[config.mk]
export PLATFORM = sky130hd
export DESIGN_NAME = screen_raster_drawer
export DESIGN_NICKNAME = d
export VERILOG_FILES = /design/src/rtl/screen_raster_drawer.sv
export SDC_FILE = /design/constraint.sdc
export NUM_CORES = 1
export LEC_CHECK = 0
export BUFFER_PORTS_ARGS = -buffer_cell sky130_fd_sc_hd__clkbuf_2
export CAP_MARGIN = 0
export CORE_UTILIZATION = 25
export DETAILED_ROUTE_END_ITERATION = 8
export PLACE_DENSITY = 0.5
export SETUP_SLACK_MARGIN = 0.3
export SYNTH_ARGS = -nofsm -noshare
export SYNTH_HDL_FRONTEND = slang
export SYNTH_SLANG_ARGS = --single-unit
[constraint.sdc]
create_clock -name CLOCK_50 -period 1.8 [get_ports CLOCK_50]
set_input_delay 0.18 -clock CLOCK_50 [delete_from_list [all_inputs] [get_ports CLOCK_50]]
set_output_delay 0.18 -clock CLOCK_50 [all_outputs]
set_load 0.01 [all_outputs]
[src/rtl/screen_raster_drawer.sv]
// Full-frame raster painter: sweeps every pixel once per trigger and reads the selected
// image ROM. ROM data is plotted after the read latency, with (x, y) delayed to line up.
module screen_raster_drawer #(
    parameter int unsigned H_PIXELS    = 160,
    parameter int unsigned V_PIXELS    = 120,
    parameter int unsigned X_W         = 8,
    parameter int unsigned Y_W         = 7,
    parameter int unsigned COLOUR_W    = 3,
    parameter int unsigned NUM_SCREENS = 4,
    parameter int unsigned SEL_W       = 2,
    parameter int unsigned ROM_LATENCY = 1
) (
    input  logic                            CLOCK_50,
    input  logic                            RESET,
    input  logic                            START,
    input  logic [SEL_W-1:0]                SCREEN,
    input  logic                            CONTINUOUS,
    output logic [Y_W+X_W-1:0]              ROM_ADDR,
    input  logic [NUM_SCREENS*COLOUR_W-1:0] ROM_DATA,
    output logic [X_W-1:0]                  VGA_X,
    output logic [Y_W-1:0]                  VGA_Y,
    output logic [COLOUR_W-1:0]             COLOUR,
    output logic                            PLOT,
    output logic                            BUSY,
    output logic                            DONE
);

    typedef enum logic [1:0] {
        S_IDLE,
        S_SWEEP,
        S_FLUSH
    } state_t;

    state_t               state_q;
    logic [X_W-1:0]       xc_q;
    logic [Y_W-1:0]       yc_q;
    logic [SEL_W-1:0]     cur_sel_q;
    logic                 pending_q;
    logic [1:0]           flush_cnt_q;
    logic                 done_q;
    logic                 valid_q [ROM_LATENCY];
    logic [X_W-1:0]       xp_q    [ROM_LATENCY];
    logic [Y_W-1:0]       yp_q    [ROM_LATENCY];

    logic                 trigger_d;
    logic                 request_d;
    logic                 last_col_d;
    logic                 last_pixel_d;
    logic                 flush_last_d;
    logic [COLOUR_W-1:0]  colour_d;

    assign request_d    = START | (SCREEN != cur_sel_q);
    assign trigger_d    = request_d | pending_q | CONTINUOUS;
    assign last_col_d   = (xc_q == X_W'(H_PIXELS - 1));
    assign last_pixel_d = last_col_d && (yc_q == Y_W'(V_PIXELS - 1));
    assign flush_last_d = (flush_cnt_q == 2'(ROM_LATENCY - 1));

    always_ff @(posedge CLOCK_50) begin
        if (RESET) begin
            state_q     <= S_IDLE;
            xc_q        <= '0;
            yc_q        <= '0;
            cur_sel_q   <= '0;
            pending_q   <= 1'b1;
            flush_cnt_q <= '0;
            done_q      <= 1'b0;
            // NOTE: the alignment pipeline is reset on purpose so in-flight pixels are
            // dropped and PLOT falls the very next cycle.
            for (int i = 0; i < int'(ROM_LATENCY); i++) begin
                valid_q[i] <= 1'b0;
                xp_q[i]    <= '0;
                yp_q[i]    <= '0;
            end
        end else begin
            done_q     <= 1'b0;
            valid_q[0] <= (state_q == S_SWEEP);
            xp_q[0]    <= xc_q;
            yp_q[0]    <= yc_q;
            for (int i = 1; i < int'(ROM_LATENCY); i++) begin
                valid_q[i] <= valid_q[i-1];
                xp_q[i]    <= xp_q[i-1];
                yp_q[i]    <= yp_q[i-1];
            end

            case (state_q)
                S_IDLE: begin
                    if (trigger_d) begin
                        cur_sel_q <= SCREEN;
                        pending_q <= 1'b0;
                        xc_q      <= '0;
                        yc_q      <= '0;
                        state_q   <= S_SWEEP;
                    end
                end
                S_SWEEP: begin
                    if (request_d) pending_q <= 1'b1;
                    // Counters park at (0,0) so no address past the last pixel is issued.
                    if (last_pixel_d) begin
                        xc_q        <= '0;
                        yc_q        <= '0;
                        flush_cnt_q <= '0;
                        state_q     <= S_FLUSH;
                    end else if (last_col_d) begin
                        xc_q <= '0;
                        yc_q <= yc_q + 1'b1;
                    end else begin
                        xc_q <= xc_q + 1'b1;
                    end
                end
                S_FLUSH: begin
                    if (flush_last_d) begin
                        done_q <= 1'b1;
                        if (trigger_d) begin
                            cur_sel_q <= SCREEN;
                            pending_q <= 1'b0;
                            state_q   <= S_SWEEP;
                        end else begin
                            state_q <= S_IDLE;
                        end
                    end else begin
                        flush_cnt_q <= flush_cnt_q + 1'b1;
                        if (request_d) pending_q <= 1'b1;
                    end
                end
                default: state_q <= S_IDLE;
            endcase
        end
    end

    // Out-of-range selections fall through to zero while PLOT still pulses.
    always_comb begin
        // NOTE: default assignment first keeps this combinational block latch-free.
        colour_d = '0;
        for (int k = 0; k < int'(NUM_SCREENS); k++) begin
            if (PLOT && (cur_sel_q == SEL_W'(k))) colour_d = ROM_DATA[k*COLOUR_W +: COLOUR_W];
        end
    end

    assign ROM_ADDR = {yc_q, xc_q};
    assign PLOT     = valid_q[ROM_LATENCY-1];
    assign VGA_X    = xp_q[ROM_LATENCY-1];
    assign VGA_Y    = yp_q[ROM_LATENCY-1];
    assign COLOUR   = colour_d;
    assign BUSY     = (state_q != S_IDLE);
    assign DONE     = done_q;

endmodule

# Word level (Yosys, flattened, before mapping)
# Memories as Yosys holds them, arrays and structs flattened.
# Index checks and enable logic that the tools add are counted.
# Widths: inputs -> output; s select.
[classes]
reduce_logical = 22
addsub = 3
mux = 37
eq_ne = 13
bitwise = 4
[op_table]
columns = ["cell", "count"]
rows = [
  ["$mux 8", 4],
  ["$mux 7", 4],
  ["$pmux 8 s2", 1],
  ["$mux 2", 7],
  ["$pmux 7 s2", 1],
  ["$mux 1", 12],
  ["$mux 3", 4],
  ["$reduce_and 3->1", 3],
  ["$add 8x1->8 const B", 1],
  ["$eq 8x8->1 const B", 1],
  ["$ne 2x2->1 const B", 4],
  ["$pmux 2 s2", 2],
  ["$reduce_bool 2->1", 4],
  ["$reduce_or 8->1", 1],
  ["$add 7x1->7 const B", 1],
  ["$eq 7x7->1 const B", 1],
  ["$reduce_or 7->1", 1],
  ["$eq 2x2->1 const B", 3],
  ["$logic_not 2->1", 3],
  ["$pmux 2 s3", 1],
  ["$logic_and 1x1->1", 5],
  ["$eq 2x1->1 const B", 2],
  ["$reduce_and 2->1", 2],
  ["$ne 3x3->1 const B", 1],
  ["8 further kinds", 10],
]
[word_totals]
in_bits = 18
register_bits = 23
memories = 3
elab_cells = 89
mem_bits_rw = 16
output_inout_bits = 36
[memory_table]
columns = ["name", "words", "word_bits", "read_ports", "rd_clocked_by_memory_dff", "write_ports", "line", "text"]
rows = [
  ["xp_q", 1, 8, 1, 0, 1, "42", "logic [X_W-1:0] xp_q [ROM_LATENCY];"],
  ["yp_q", 1, 7, 1, 0, 1, "43", "logic [Y_W-1:0] yp_q [ROM_LATENCY];"],
  ["valid_q", 1, 1, 1, 0, 1, "41", "logic valid_q [ROM_LATENCY];"],
]

# Logic depth before layout (Yosys ltp)
[depth]
word_depth = 7
ltp_mapped = 9
mapped_depth_nobuf = 7

# Least setup slack after synthesis
# OpenSTA, ideal clock, no wires.
[synth_path]
kind = "register to register"
startpoint = "reg state_q[0]"
endpoint = "reg yc_q[6]"
period_less_slack_ps = 1992
slack_ps = -192
required_time_ps = 1683
t_arrival_ps = 1874
path_stages_with_launch = 8
setup_time_ps = 117
path_buffers = 1
path_cell_list = "dfxtp_1 > inv_1 > ha_1 > or4b_4 > o31ai_4 > a21oi_1 > buf_4 > a32o_1"
[synth_between]
elab_chain_cells = 3
word_cells_on_any_way = 7
classes_between = "eq/ne: 3; mux: 1; reduce/logical: 3"
[synth_rtl]
columns = ["element", "line", "text"]
rows = [
  ["from (decl)", "34", "state_t state_q;"],
  ["from (signal assigned)", "60", "state_q <= S_IDLE;"],
  ["from (signal assigned)", "92", "state_q <= S_SWEEP;"],
  ["from (signal assigned)", "102", "state_q <= S_FLUSH;"],
  ["$eq 2x1->1 or $logic_not 2->1 (tied branches)", "85", "case (state_q)"],
  ["$ne 3x3->1 (no line) (tied with other cells)", "n/a", ""],
  ["$reduce_and 3->1 (no line)", "n/a", ""],
  ["to (signal assigned)", "105", "yc_q <= yc_q + 1'b1;"],
  ["to (decl)", "36", "logic [Y_W-1:0] yc_q;"],
]
# Several ways; a longest one is shown, not always the timed one.
# A chain may end at the register's enable or synchronous reset.

# Worst setup path in the final report
[layout_path]
startpoint = "reg state_q[1]"
endpoint = "reg xc_q[5]"
[layout_between]
elab_chain_cells = 3
word_cells_on_any_way = 6
classes_between = "eq/ne: 2; mux: 1; reduce/logical: 3"
[layout_rtl]
columns = ["element", "line", "text"]
rows = [
  ["$eq 2x1->1 or $logic_not 2->1 (tied branches)", "85", ""],
  ["$reduce_bool 2->1 (no line) or $ne 2x2->1 (tied branches)", "n/a", ""],
  ["$reduce_and 2->1 (no line)", "n/a", ""],
  ["to (signal assigned)", "107", "xc_q <= xc_q + 1'b1;"],
  ["to (decl)", "35", "logic [X_W-1:0] xc_q;"],
]
# Several ways; a longest one is shown, not always the timed one.

==> impl_metrics.csv <==
group,metric,value,unit
synthesis,synth_ff_type,"dfxtp_1",
worst_hold_path,min_path_type,"input port to flip-flop",
detailed_routing,drtPass1Iterations,4,
grt,grt_pass1_wl,7740,um
setup_path,cpLargestDelayFamily,"simple AND/OR/NAND/NOR gates",
cells_and_area,final_area,0.00292,sq mm
timing,fin_ws,-0.0531,ns
cells_and_area,n_antenna_cell,0,
synthesis,synthCells,199,
cells_and_area,nets,330,
outcome,status,"finished with violations",
cts,cts_tree,"built",
detailed_routing,drc,0,
setup_path,endpoint_kind,"flip-flop",
worst_hold_path,min_path_cells,3,
setup_path,arrival,2.06,ns
timing,skew,0.00368,ns
timing,grt_setup_unrepaired,"true",
cts,cts_max_level,2,
floorplan,initial_utilization,0.264,
placement,place_congestion,0.729,
synthesis,synth_area_per_cell,9.15,sq um
setup_path,max_stage_delay,0.49,ns
timing,fmax,540,MHz
cts,clk_pin_slew,0.08,ns
outcome,violations,"setup timing",
timing,max-slew-margin-rel,0.574,
floorplan,die_area,0.00763,sq mm
synthesis,netlist.area_leader.share,0.429,
floorplan,num_io_pins,54,
power_and_ir_drop,total_power,3340,uW
cells_and_area,syn_to_final_growth,60.2,%
synthesis,synth_area,0.00182,sq mm
synthesis,synth_top_area_cell,"dfxtp_1",
cts,clk_latency,0.29,ns
synthesis,async_reset_ff_frac,0,
setup_path,crit_cells,8,
synthesis,synth_area_leaders,"dfxtp_1 43%, nor2b_1 5.5%, ha_1 4.8%",
placement,placed_area,0.00252,sq mm
placement,port-buffer-count,53,
synthesis,yosysMostFrequentCell,"dfxtp_1",
cts,cts_buffer_depth,2,
grt,grt_pass1_vias,1659,
timing,maxSlewViolCount,0,
timing,tns,-0.325,ns
cts,cts_hold_buf,0,
setup_path,r2r_cells,8,
synthesis,synth_nets,224,
detailed_routing,avgViaCountPerCell,4.40,
detailed_routing,dr_total_vias,1768,
detailed_routing,drtIter0Drc,46,
timing,min_period_over_period,1.03,
floorplan,die_h,87.4,um
synthesis,synth_edf_count,0,
cells_and_area,drive_above_1_share,0.516,
placement,preCtsSetupSlack,-0.0906,ns
synthesis,ys_seq_elements,39,
setup_path,cpMaxStageDelayCell,"or4b_4",
setup_path,path_cells,"inv_2, ha_4, or4b_4, o31ai_4, buf_4, nor3_1, xnor2_1, nor3_1",
timing,min_period,1.85,ns
cts,cts_buffers,5,
detailed_routing,wirelength,4750,um
placement,hpwl,3430,um
cts,cts_sinks,39,
timing,finalHoldViolCount,0,
detailed_routing,antenna_left,0,
power_and_ir_drop,powerDensity,1140,mW/mm^2
floorplan,rows,30,
timing,fin_hold_ws,0.230,ns
floorplan,core-area,0.00691,sq mm
setup_path,crit_type,"flip-flop to flip-flop",
floorplan,die_x,87.4,um
timing,worst_pin_slew,0.639,ns
grt,grt_max_degree,30,
flow_run,cap_viol_max_count,0,
grt,globalRouteTotalUtil,0.130,
synthesis,yosysSeqAreaShare,0.429,
synthesis,ys_warn_count,0,
cts,cts_root_buf,"clkbuf_8",
synthesis,synthTopCellsByCount,"39 x dfxtp_1, 17 x nor2_1, 16 x nor2b_1",
synthesis,synth_cell_types,44,
setup_path,worst-endpoint-required,2.01,ns
setup_path,critPathLaunchType,"flip-flop",
setup_path,crit_top_cell,"nor3_1",
setup_path,crit_fanout,4,
power_and_ir_drop,peakVddDrop,0.406,mV
power_and_ir_drop,p_leak,0.00125,uW
setup_path,path_buf_inv,2,
grt,antenna_found_initial,0,
detailed_routing,route.detailed.wl_per_inst,11.8,um
grt,overflow,0,
timing,setup_violations,13,
[worst reg2reg max path, stage by stage (launching register included)]
cell and delay, ns:
dfxtp_2 0.33, inv_2 0.07, ha_4 0.13, or4b_4 0.49, o31ai_4 0.26, buf_4 0.18
nor3_1 0.06, xnor2_1 0.12, nor3_1 0.14
[routing by layer]
metal,vias to the layer above,GRT usage,part of all wire
met3,5,0.0379,0.045
li1,912,-,-
met4,0,0.0402,0.0084
met2,34,0.210,0.48
met5,-,0,0
met1,817,0.165,0.47
[layout make-up]
class,instances,area (sq um)
Multi-Input combinational cell,142,1130
Fill cell,730,3990
Sequential cell,39,798
Timing Repair Buffer,108,714
Clock buffer,6,82.6
Inverter,9,33.8
Clock inverter,2,35.0
Tap cell,96,120
[path summary, 6_finish.rpt]
path         slack [ns]           start             end
min reg2reg        0.49  flush_cnt_q[1]  flush_cnt_q[1]
min                0.23       SCREEN[0]    cur_sel_q[0]
max reg2reg       -0.05      state_q[1]         xc_q[5]
max               -0.05      state_q[1]         xc_q[5]
[power by group]
| group | total (uW) | internal, uW | switching (uW) | leakage [uW] |
|---|---|---|---|---|
| clock network | 764 | 449 | 315 | 0.0000612 |
| logic | 1570 | 849 | 724 | 0.000866 |
| registers | 1000 | 949 | 53.5 | 0.000321 |
[state kept, by name, summed over array words and instances, names as in the netlist]
register / flops
DONE: 1
cur_sel_q: 2
flush_cnt_q: 2
pending_q: 1
state_q: 2
valid_q: 1
xc_q: 8
xp_q: 8
yc_q: 7
yp_q: 7
[placed cells by master (no fill, tap or decap), types with 3 or more instances in the layout]
master	netlist	final
ha_4	0	4
mux4_2	3	3
nand2_1	12	11
a21oi_1	10	9
buf_4	1	47
o21ai_1	0	3
inv_1	9	7
o21ai_0	8	4
dfxtp_1	39	29
nor3_1	9	8
clkbuf_2	1	51
clkbuf_8	0	6
nand4_1	5	5
and2_1	6	4
xnor2_1	3	3
nor4_2	0	3
nor2b_1	16	15
nand3_1	5	5
buf_6	0	9
nor2_1	17	15
dfxtp_2	0	8
[metrics by stage]
step | utilization | std cells
6_report | 0.422 | 402
3_3_place_gp | 0.364 | 378
4_1_cts | 0.398 | 392
5_1_grt | 0.422 | 402
2_1_floorplan | - | 199
3_5_place_dp | 0.364 | 378
[cells by family (layout without fill, tap and decap cells)]
group                      Yosys count  count (layout)  synth area share
buffers and inverters               18             125            0.0405
xor gates and xnor gates             7               7            0.0337
AOI/OAI and AO/OA                   38              38             0.152
muxes                                5               5            0.0481
adders and majority gates            7               7            0.0481
DFF                                 39              39             0.429
and+or+nand+nor                     85              85             0.249
[repair_timing]
item | in CTS | in global routing
hold endpoints to repair | 0 | 0
pin swaps | 14 | 11
gates resized for setup | 19 | 24
buffers inserted | 6 | 10
endpoints found under the setup margin | 25 | 25
Note: power is estimated with default switching activity, not from simulation.
